<file path="src/rtl/async_reg_bank_pkg.sv">
// Shared types and constants for the asynchronous-strobe register bank.
// Latency: none (definitions only).
// Backpressure: none (definitions only).
package async_reg_pkg;

    localparam int ERR_CNT_W = 8;

    typedef enum logic [1:0] {
        IDLE    = 2'd0,
        CAPTURE = 2'd1,
        COMMIT  = 2'd2,
        HOLD    = 2'd3
    } state_t;

    // Ceiling log2, usable in constant expressions.
    function automatic int clog2(input int value);
        int r;
        r = 0;
        for (int i = 0; i < 31; i++) begin
            if ((1 << i) < value) r = i + 1;
        end
        return r;
    endfunction

endpackage

</file>
<file path="src/rtl/async_reg_bank_if.sv">
// Strobe-bus bundle between an external bus host and the register bank.
// Latency: none (wiring only).
// Backpressure: none; the strobe protocol is open-loop and timing-bounded.
interface async_reg_bank_if #(
    parameter int DATA_W   = 32,
    parameter int ADDR_W   = 24,
    parameter int STATUS_W = 8
);
    logic [ADDR_W-1:0]   address;
    logic [DATA_W-1:0]   data_in;
    logic [DATA_W/8-1:0] be;
    logic                ws_n;
    logic                rs_n;
    logic                as;
    logic [DATA_W-1:0]   data_out;
    logic                rd_valid;
    logic [STATUS_W-1:0] status_out;
    logic                err;

    modport master (
        output address, data_in, be, ws_n, rs_n, as,
        input  data_out, rd_valid, status_out, err
    );

    modport slave (
        input  address, data_in, be, ws_n, rs_n, as,
        output data_out, rd_valid, status_out, err
    );
endinterface

</file>
<file path="src/rtl/async_reg_bank_sync_chain.sv">
// Multi-bit flop synchroniser with a per-bit "all stages agree" qualifier.
// Latency: STAGES clk edges from input sample to q.
// Backpressure: none; free-running every clk.
module sync_chain #(
    parameter int               WIDTH   = 1,
    parameter int               STAGES  = 2,
    parameter logic [WIDTH-1:0] RST_VAL = '0
) (
    input  logic             clk,
    input  logic             rst,
    input  logic [WIDTH-1:0] d,
    output logic [WIDTH-1:0] q,
    output logic [WIDTH-1:0] stable
);

    logic [WIDTH-1:0] stage [STAGES];

    // Shift the asynchronous inputs through the chain; reset to inactive levels.
    always_ff @(posedge clk) begin
        if (rst) begin
            for (int i = 0; i < STAGES; i++) stage[i] <= RST_VAL;
        end else begin
            stage[0] <= d;
            for (int i = 1; i < STAGES; i++) stage[i] <= stage[i-1];
        end
    end

    assign q = stage[STAGES-1];

    // A bit is stable when every stage holds the same value as the output stage,
    // so a level shorter than STAGES samples is never reported as settled.
    always_comb begin
        stable = '1;
        for (int i = 0; i < STAGES - 1; i++) stable = stable & ~(stage[i] ^ stage[STAGES-1]);
    end

endmodule

</file>
<file path="src/rtl/async_reg_bank.sv">
// Strobe-bus register bank: synchronise strobes, capture/commit one access per assertion; optional error tracking under ASYNC_REG_ERR_EN.
// Latency: access performed SYNC_STAGES+2 clk edges after the first edge sampling the strobe.
// Backpressure: none; host must respect minimum strobe-low and strobe-high times of SYNC_STAGES+1 clk periods.
module async_reg_bank
    import async_reg_pkg::*;
#(
    parameter int DATA_W      = 32,
    parameter int ADDR_W      = 24,
    parameter int N_REGS      = 16,
    parameter int SYNC_STAGES = 3,
    parameter int STATUS_W    = 8
) (
    input logic            clk,
    input logic            rst,
    async_reg_bank_if.slave bus
);

    localparam int IDX_W = clog2(N_REGS);
    localparam int LANES = DATA_W / 8;

    state_t state, state_nxt;
    logic   start, capture_en, commit_en;

    logic [2:0] sync_q, sync_stable;
    logic       ws_act, rs_act, as_act, ws_rel, rs_rel;

    logic [SYNC_STAGES-1:0] prime_sr;
    logic                   primed;

    logic [IDX_W-1:0]  cap_idx;
    logic              cap_in_range, cap_wr, cap_rd;
    logic [DATA_W-1:0] cap_data;
    logic [LANES-1:0]  cap_be;

    logic [DATA_W-1:0] regs [N_REGS];
    logic [LANES-1:0]  lane_wr;
    logic [DATA_W-1:0] rd_word;
    logic [DATA_W-1:0] data_out_q;
    logic              rd_valid_q;

    logic              in_range;
    logic [IDX_W-1:0]  idx;

    // Inactive levels: as = 0, rs_n = 1, ws_n = 1.
    sync_chain #(
        .WIDTH   (3),
        .STAGES  (SYNC_STAGES),
        .RST_VAL (3'b011)
    ) u_sync (
        .clk    (clk),
        .rst    (rst),
        .d      ({bus.as, bus.rs_n, bus.ws_n}),
        .q      (sync_q),
        .stable (sync_stable)
    );

    assign ws_act = ~sync_q[0] &  sync_stable[0];
    assign ws_rel =  sync_q[0] &  sync_stable[0];
    assign rs_act = ~sync_q[1] &  sync_stable[1];
    assign rs_rel =  sync_q[1] &  sync_stable[1];
    assign as_act =  sync_q[2] &  sync_stable[2];

    // Mark when the chain has been refilled with post-reset samples, so a strobe
    // held low across reset is seen as held rather than as a fresh release.
    always_ff @(posedge clk) begin
        if (rst) prime_sr <= '0;
        else     prime_sr <= {prime_sr[SYNC_STAGES-2:0], 1'b1};
    end
    assign primed = prime_sr[SYNC_STAGES-1];

    assign idx      = bus.address[2 +: IDX_W];
    assign in_range = ((bus.address >> (2 + IDX_W)) == '0);
    assign start    = as_act & (ws_act | rs_act);

    // State register; reset parks in HOLD until the strobes are seen released.
    always_ff @(posedge clk) begin
        if (rst) state <= HOLD;
        else     state <= state_nxt;
    end

    // Next-state: a single pass through CAPTURE and COMMIT per strobe assertion.
    always_comb begin
        state_nxt = state;
        case (state)
            IDLE:    if (start) state_nxt = CAPTURE;
            CAPTURE: state_nxt = COMMIT;
            COMMIT:  state_nxt = HOLD;
            HOLD:    if (primed && ws_rel && rs_rel) state_nxt = IDLE;
            default: state_nxt = HOLD;
        endcase
    end

    // FSM outputs: capture strobe on IDLE exit, commit strobe in COMMIT.
    always_comb begin
        capture_en = 1'b0;
        commit_en  = 1'b0;
        case (state)
            IDLE:    capture_en = start;
            COMMIT:  commit_en  = 1'b1;
            default: ;
        endcase
    end

    // Latch the access once the strobes are settled; write wins over read.
    always_ff @(posedge clk) begin
        if (rst) begin
            cap_idx      <= '0;
            cap_in_range <= 1'b0;
            cap_data     <= '0;
            cap_be       <= '0;
            cap_wr       <= 1'b0;
            cap_rd       <= 1'b0;
        end else if (capture_en) begin
            cap_idx      <= idx;
            cap_in_range <= in_range;
            cap_data     <= bus.data_in;
            cap_be       <= bus.be;
            cap_wr       <= ws_act;
            cap_rd       <= rs_act & ~ws_act;
        end
    end

`ifdef ASYNC_REG_ERR_EN
    localparam logic [IDX_W-1:0] LAST_IDX = IDX_W'(N_REGS - 1);

    logic                 cap_both;
    logic                 err_q;
    logic [ERR_CNT_W-1:0] err_cnt;

    // Remember a simultaneous write+read request for error reporting.
    always_ff @(posedge clk) begin
        if (rst)             cap_both <= 1'b0;
        else if (capture_en) cap_both <= ws_act & rs_act;
    end

    // Sticky error flag and saturating count of erroneous accesses.
    always_ff @(posedge clk) begin
        if (rst) begin
            err_q   <= 1'b0;
            err_cnt <= '0;
        end else if (commit_en && (!cap_in_range || cap_both)) begin
            err_q <= 1'b1;
            if (err_cnt != '1) err_cnt <= err_cnt + 1'b1;
        end
    end

    assign bus.err = err_q;
`else
    assign bus.err = 1'b0;
`endif

    // Byte lanes written at commit; the counter lane of the last register is read-only when present.
    always_comb begin
        lane_wr = '0;
        if (commit_en && cap_wr && cap_in_range) lane_wr = cap_be;
`ifdef ASYNC_REG_ERR_EN
        if (cap_idx == LAST_IDX) lane_wr[LANES-1] = 1'b0;
`endif
    end

    // Register file update, one byte lane at a time.
    always_ff @(posedge clk) begin
        if (rst) begin
            for (int r = 0; r < N_REGS; r++) regs[r] <= '0;
        end else begin
            for (int l = 0; l < LANES; l++) begin
                if (lane_wr[l]) regs[cap_idx][l*8 +: 8] <= cap_data[l*8 +: 8];
            end
        end
    end

    // Read view of the addressed register, with the error count overlaid when present.
    always_comb begin
        rd_word = regs[cap_idx];
`ifdef ASYNC_REG_ERR_EN
        if (cap_idx == LAST_IDX) rd_word[DATA_W-1 -: ERR_CNT_W] = err_cnt;
`endif
    end

    // Read data is held until the next read; out-of-range reads return zero.
    always_ff @(posedge clk) begin
        if (rst) begin
            data_out_q <= '0;
            rd_valid_q <= 1'b0;
        end else begin
            rd_valid_q <= commit_en & cap_rd;
            if (commit_en && cap_rd) data_out_q <= cap_in_range ? rd_word : '0;
        end
    end

    assign bus.data_out   = data_out_q;
    assign bus.rd_valid   = rd_valid_q;
    assign bus.status_out = regs[0][STATUS_W-1:0];

endmodule

</file>
<file path="src/flat_wrapper.sv">
// flat-port wrapper written by rule: the top's interface ports become plain ports
module async_reg_bank_flat import async_reg_pkg::*;
#(
    parameter int DATA_W      = 32,
    parameter int ADDR_W      = 24,
    parameter int N_REGS      = 16,
    parameter int SYNC_STAGES = 3,
    parameter int STATUS_W    = 8
)
  (clk, rst, bus_address, bus_data_in, bus_be, bus_ws_n, bus_rs_n, bus_as, bus_data_out, bus_rd_valid, bus_status_out, bus_err);
  async_reg_bank_if #(.DATA_W(DATA_W), .ADDR_W(ADDR_W), .STATUS_W(STATUS_W)) bus_i ();
  input logic clk;
  input logic rst;
  input wire logic [$bits(bus_i.address)-1:0] bus_address;
  input wire logic [$bits(bus_i.data_in)-1:0] bus_data_in;
  input wire logic [$bits(bus_i.be)-1:0] bus_be;
  input wire logic [$bits(bus_i.ws_n)-1:0] bus_ws_n;
  input wire logic [$bits(bus_i.rs_n)-1:0] bus_rs_n;
  input wire logic [$bits(bus_i.as)-1:0] bus_as;
  output wire logic [$bits(bus_i.data_out)-1:0] bus_data_out;
  output wire logic [$bits(bus_i.rd_valid)-1:0] bus_rd_valid;
  output wire logic [$bits(bus_i.status_out)-1:0] bus_status_out;
  output wire logic [$bits(bus_i.err)-1:0] bus_err;
  assign bus_i.address = bus_address;
  assign bus_i.data_in = bus_data_in;
  assign bus_i.be = bus_be;
  assign bus_i.ws_n = bus_ws_n;
  assign bus_i.rs_n = bus_rs_n;
  assign bus_i.as = bus_as;
  assign bus_data_out = bus_i.data_out;
  assign bus_rd_valid = bus_i.rd_valid;
  assign bus_status_out = bus_i.status_out;
  assign bus_err = bus_i.err;
  async_reg_bank #(.DATA_W(DATA_W), .ADDR_W(ADDR_W), .N_REGS(N_REGS), .SYNC_STAGES(SYNC_STAGES), .STATUS_W(STATUS_W)) u_core (.clk(clk), .rst(rst), .bus(bus_i));
endmodule
</file>
<file path="config.mk">
export PLATFORM = sky130hd
export DESIGN_NAME = async_reg_bank_flat
export DESIGN_NICKNAME = d
export VERILOG_FILES = /design/src/rtl/async_reg_bank_pkg.sv /design/src/rtl/async_reg_bank_if.sv /design/src/rtl/async_reg_bank_sync_chain.sv /design/src/rtl/async_reg_bank.sv /design/src/flat_wrapper.sv
export SDC_FILE = /design/constraint.sdc
export NUM_CORES = 1
export LEC_CHECK = 0
export CAP_MARGIN = 20
export CORE_UTILIZATION = 40
export CTS_CLUSTER_SIZE = 16
export DETAILED_ROUTE_END_ITERATION = 16
export PLACE_DENSITY = 0.59
export SYNTH_ARGS = -nofsm -noshare
export SYNTH_HDL_FRONTEND = slang
export SYNTH_SLANG_ARGS = --single-unit
</file>
<file path="constraint.sdc">
create_clock -name clk -period 2.09 [get_ports clk]
set_input_delay 0.5225 -clock clk [delete_from_list [all_inputs] [get_ports clk]]
set_output_delay 0.5225 -clock clk [all_outputs]
set_load 0.1 [all_outputs]
</file>
==> key figures <==
Global routing
  • Initial antenna violation count: 1
  • Overflow after GRT: 0
  • Global-route wire length before repair: approximately 110 mm
  • Vias in the first global route: roughly 17000
  • GR Util All Layers: 0.2022
  • Largest net degree at the start of global routing: 54

STA
  • Final worst setup slack: ~0.044 ns
  • Fin. Hold Viols: 0
  • Final setup vio count: 0
  • Highest Clock Rate: 488.7 MHz
  • Final TNS setup: 0 ns
  • Pin slew with the least headroom to its limit: roughly 0.78 ns
  • Final Skew: approximately 0.011 ns
  • Slew Viols, Final: 0
  • RSZ-0062 raised after global routing: yes
  • Slew margin rel.: 0.4775
  • Min Tclk post-route: approximately 2 ns
  • Ratio of final minimum period to clock period: 0.9791

Clocking
  • Inserted Clock Buffers: between 60 and 70
  • CTS root buf: clkbuf_16
  • Clk sinks: 606
  • Clock transition at the registers of the reported paths: 0.06 ns
  • Clock Path Buffers: 3
  • CTS tree: built
  • H-tree lvl count: 2
  • Worst-Skew Late Latency: approximately 0.62 ns
  • # hold bufs at CTS: 0

Placement
  • Number of I/O port buffers: roughly 100
  • Worst slack, placed: -0.07225 ns
  • Routability cong.: about 0.8
  • Post-DP HPWL: between 40 and 50 mm

Worst setup path
  • Worst Reg-to-Reg Cells: 7
  • Crit path launch type: register
  • Critical Path AT: roughly 2.5 ns
  • Critical path class: reg -> reg
  • Setup crit end kind: register
  • FF-to-FF setup slack: approximately 0.044 ns
  • Worst EP required: between 2 and 3 ns
  • R2R Path Start: u_core.state[0]$_SDFFE_PP1P_
  • Worst r2r dst: u_core.regs[7][13]$_SDFFCE_PN0P_
  • Crit path max fanout: 32

Yosys
  • Netlist cell types: 45
  • Syn Area/Cell: roughly 13 µm²
  • Post-synthesis sequential area ratio: 0.6348
  • Post-synth net total: approximately 2200
  • Register bit count reported by yosys: just over 600
  • Number of synthesized flops with an enable pin: between 500 and 600
  • Ys async rst share: 0
  • Synthesis Warnings: 0
  • Dominant synthesized flop cell: edfxtp_1
  • Cell Area, Synth: between 20000 and 30000 µm²
  • Post-synthesis instance total: between 2000 and 2500

Drt
  • Vias: about 17000
  • Drt total wl: around 70 mm
  • Drt pass-1 iters: 5
  • DR WL/cell: ~22 µm
  • 1st-iter DRT viols: roughly 1500
  • # DRC: 0
  • Post-route ant nets: 0
  • Via density: 5.299

Power
  • Worst VDD drop: 584.9 µV
  • Pwr/cell area: about 800 nW/µm²
  • Leakage power: 11.53 nW

Worst hold path
  • Sink of the worst hold path: u_core.bus.rd_valid$_SDFF_PP0_
  • Worst Hold Class: in -> reg
  • Hold Crit Start: rst
  • Hold-critical path depth: 2

Die
  • Die ar.: about 70000 µm²
  • Die height: roughly 260 µm
  • Row count: 95
  • Die width: 262.7 µm
  • Starting Density: 0.4048
  • Total core area: 67160 µm²
  • IO Pins: roughly 110

Cells and area
  • Fillers: ~5700
  • Ant. Diodes: 0
  • Layout net count: roughly 2400
  • Register Area: 17270 µm²
  • Most frequent cells in the layout: and2_1, edfxtp_1, buf_4, nand2_1, mux2i_1
  • Area grow syn2layout: 20.43%
  • Multi-input logic area: slightly above 9000 µm²
  • Layout cells sized above 1: 0.1750

Flow run
  • Maxcap violations: 0

Outcome
  • Status: complete, no violations
## area by class of cell
class,instances,area share
sequential,606,0.5275
multi-input combinational,1349,0.2835
timing repair buffer,277,0.08924
clock buffer,78,0.05102
tap,873,0.03337
clock inverter,35,0.01491
inverter,4,0.0004586
## cells in the mapped netlist (10+ instances only)
cell type  instances  area share
a211oi_1          26      0.0072
a21oi_1           84       0.015
a221o_1           14      0.0052
a22oi_1           19      0.0052
a2bb2oi_1         12      0.0039
a32oi_1           18      0.0058
and2_1           512        0.12
buf_2             26      0.0048
buf_4             25      0.0069
clkbuf_1          85       0.012
dfxtp_1           94       0.069
edfxtp_1         512        0.57
mux2_2            22      0.0091
mux2i_1          105       0.039
mux4_1            19       0.018
mux4_2            22       0.018
nand2_1          122       0.017
nand2b_1          36      0.0083
nor2_1           110       0.015
nor2b_1           42      0.0097
nor3_1            19      0.0035
o21ai_0           74       0.014
o221ai_1          10      0.0032
o41ai_1           18      0.0058
or2_2             10      0.0023
## routing by layer
metal	track usage	vias to the layer above	wire, µm
li1	-	8006	-
met1	0.2765	8518	31320
met2	0.3318	446	33640
met3	0.03167	104	3394
met4	0.06089	0	1829
met5	0	-	0
## per-stage QoR
step | cells | utilization | total power, mW | area, µm² | hold WS (ns)
4_1_cts | 3216 | 0.4856 | 26.31 | 32610 | 0.3234
6_report | 3222 | 0.4875 | 26.12 | 32740 | 0.3700
5_1_grt | 3222 | 0.4875 | 26.84 | 32740 | 0.3294
2_1_floorplan | 2107 | - | 14.20 | 27180 | 0.4138
3_3_place_gp | 3103 | 0.4533 | 14.61 | 30440 | 0.4370
3_5_place_dp | 3103 | 0.4533 | 14.65 | 30440 | 0.4339
## report_power, final
| part | total (mW) | switching, mW | internal [mW] |
|---|---|---|---|
| Combinational | 0.869 | 0.486 | 0.382 |
| Sequential | 13.5 | 0.113 | 13.4 |
| Clock | 11.7 | 4.63 | 7.10 |
| Total | 26.1 | 5.23 | 20.9 |
## sequential cells by signal, summed over array words and instances, names as in the netlist, named ones only
register	count
u_core.cap_in_range	1
u_core.prime_sr	3
u_core.u_sync.stage	9
u_core.bus.rd_valid	1
u_core.cap_rd	1
u_core.cap_wr	1
u_core.cap_be	4
u_core.regs	512
u_core.cap_idx	4
u_core.bus.data_out	32
u_core.state	2
u_core.cap_data	32
## cells by family after synthesis
family | synth area share
mux | 0.08437
buf+inv | 0.02730
simple gates | 0.1810
compound gates | 0.07052
fa+ha+maj | 0.001841
other cells | 0.0001380
flops | 0.6348
## worst max-delay path, stage by stage (launching register included)
cell and delay [ns]:
dfxtp_1 0.33, inv_1 0.11, ha_2 0.22, and4b_2 0.28
nand2_1 0.10, buf_12 0.17, nor2_1 0.47, and2_1 0.21
## how the worst max path moves through the flow
stage / start / end / slack [ns] / cells past startpoint
after detailed placement: rst / u_core.regs[11][12]$_SDFFCE_PN0P_ / -0.07 / 6
after global placement: rst / u_core.regs[11][19]$_SDFFCE_PN0P_ / -0.09 / 6
after global routing: u_core.state[0]$_SDFFE_PP1P_ / u_core.regs[15][11]$_SDFFCE_PN0P_ / -0.11 / 7
after CTS: u_core.state[0]$_SDFFE_PP1P_ / u_core.regs[7][8]$_SDFFCE_PN0P_ / 0.001 / 7
after floorplan: u_core.state[0]$_SDFFE_PP1P_ / u_core.regs[15][16]$_SDFFCE_PN0P_ / -0.09 / 6
final: u_core.state[0]$_SDFFE_PP1P_ / u_core.regs[7][13]$_SDFFCE_PN0P_ / 0.04 / 7
## repair_timing
item                                    4_1_cts  5_1_grt
resized for setup                             5       34
hold endpoints to repair                      0        0
buffers inserted                              0        6
endpoints found under the setup margin       26      620
Power figures use the tool's default switching activity.
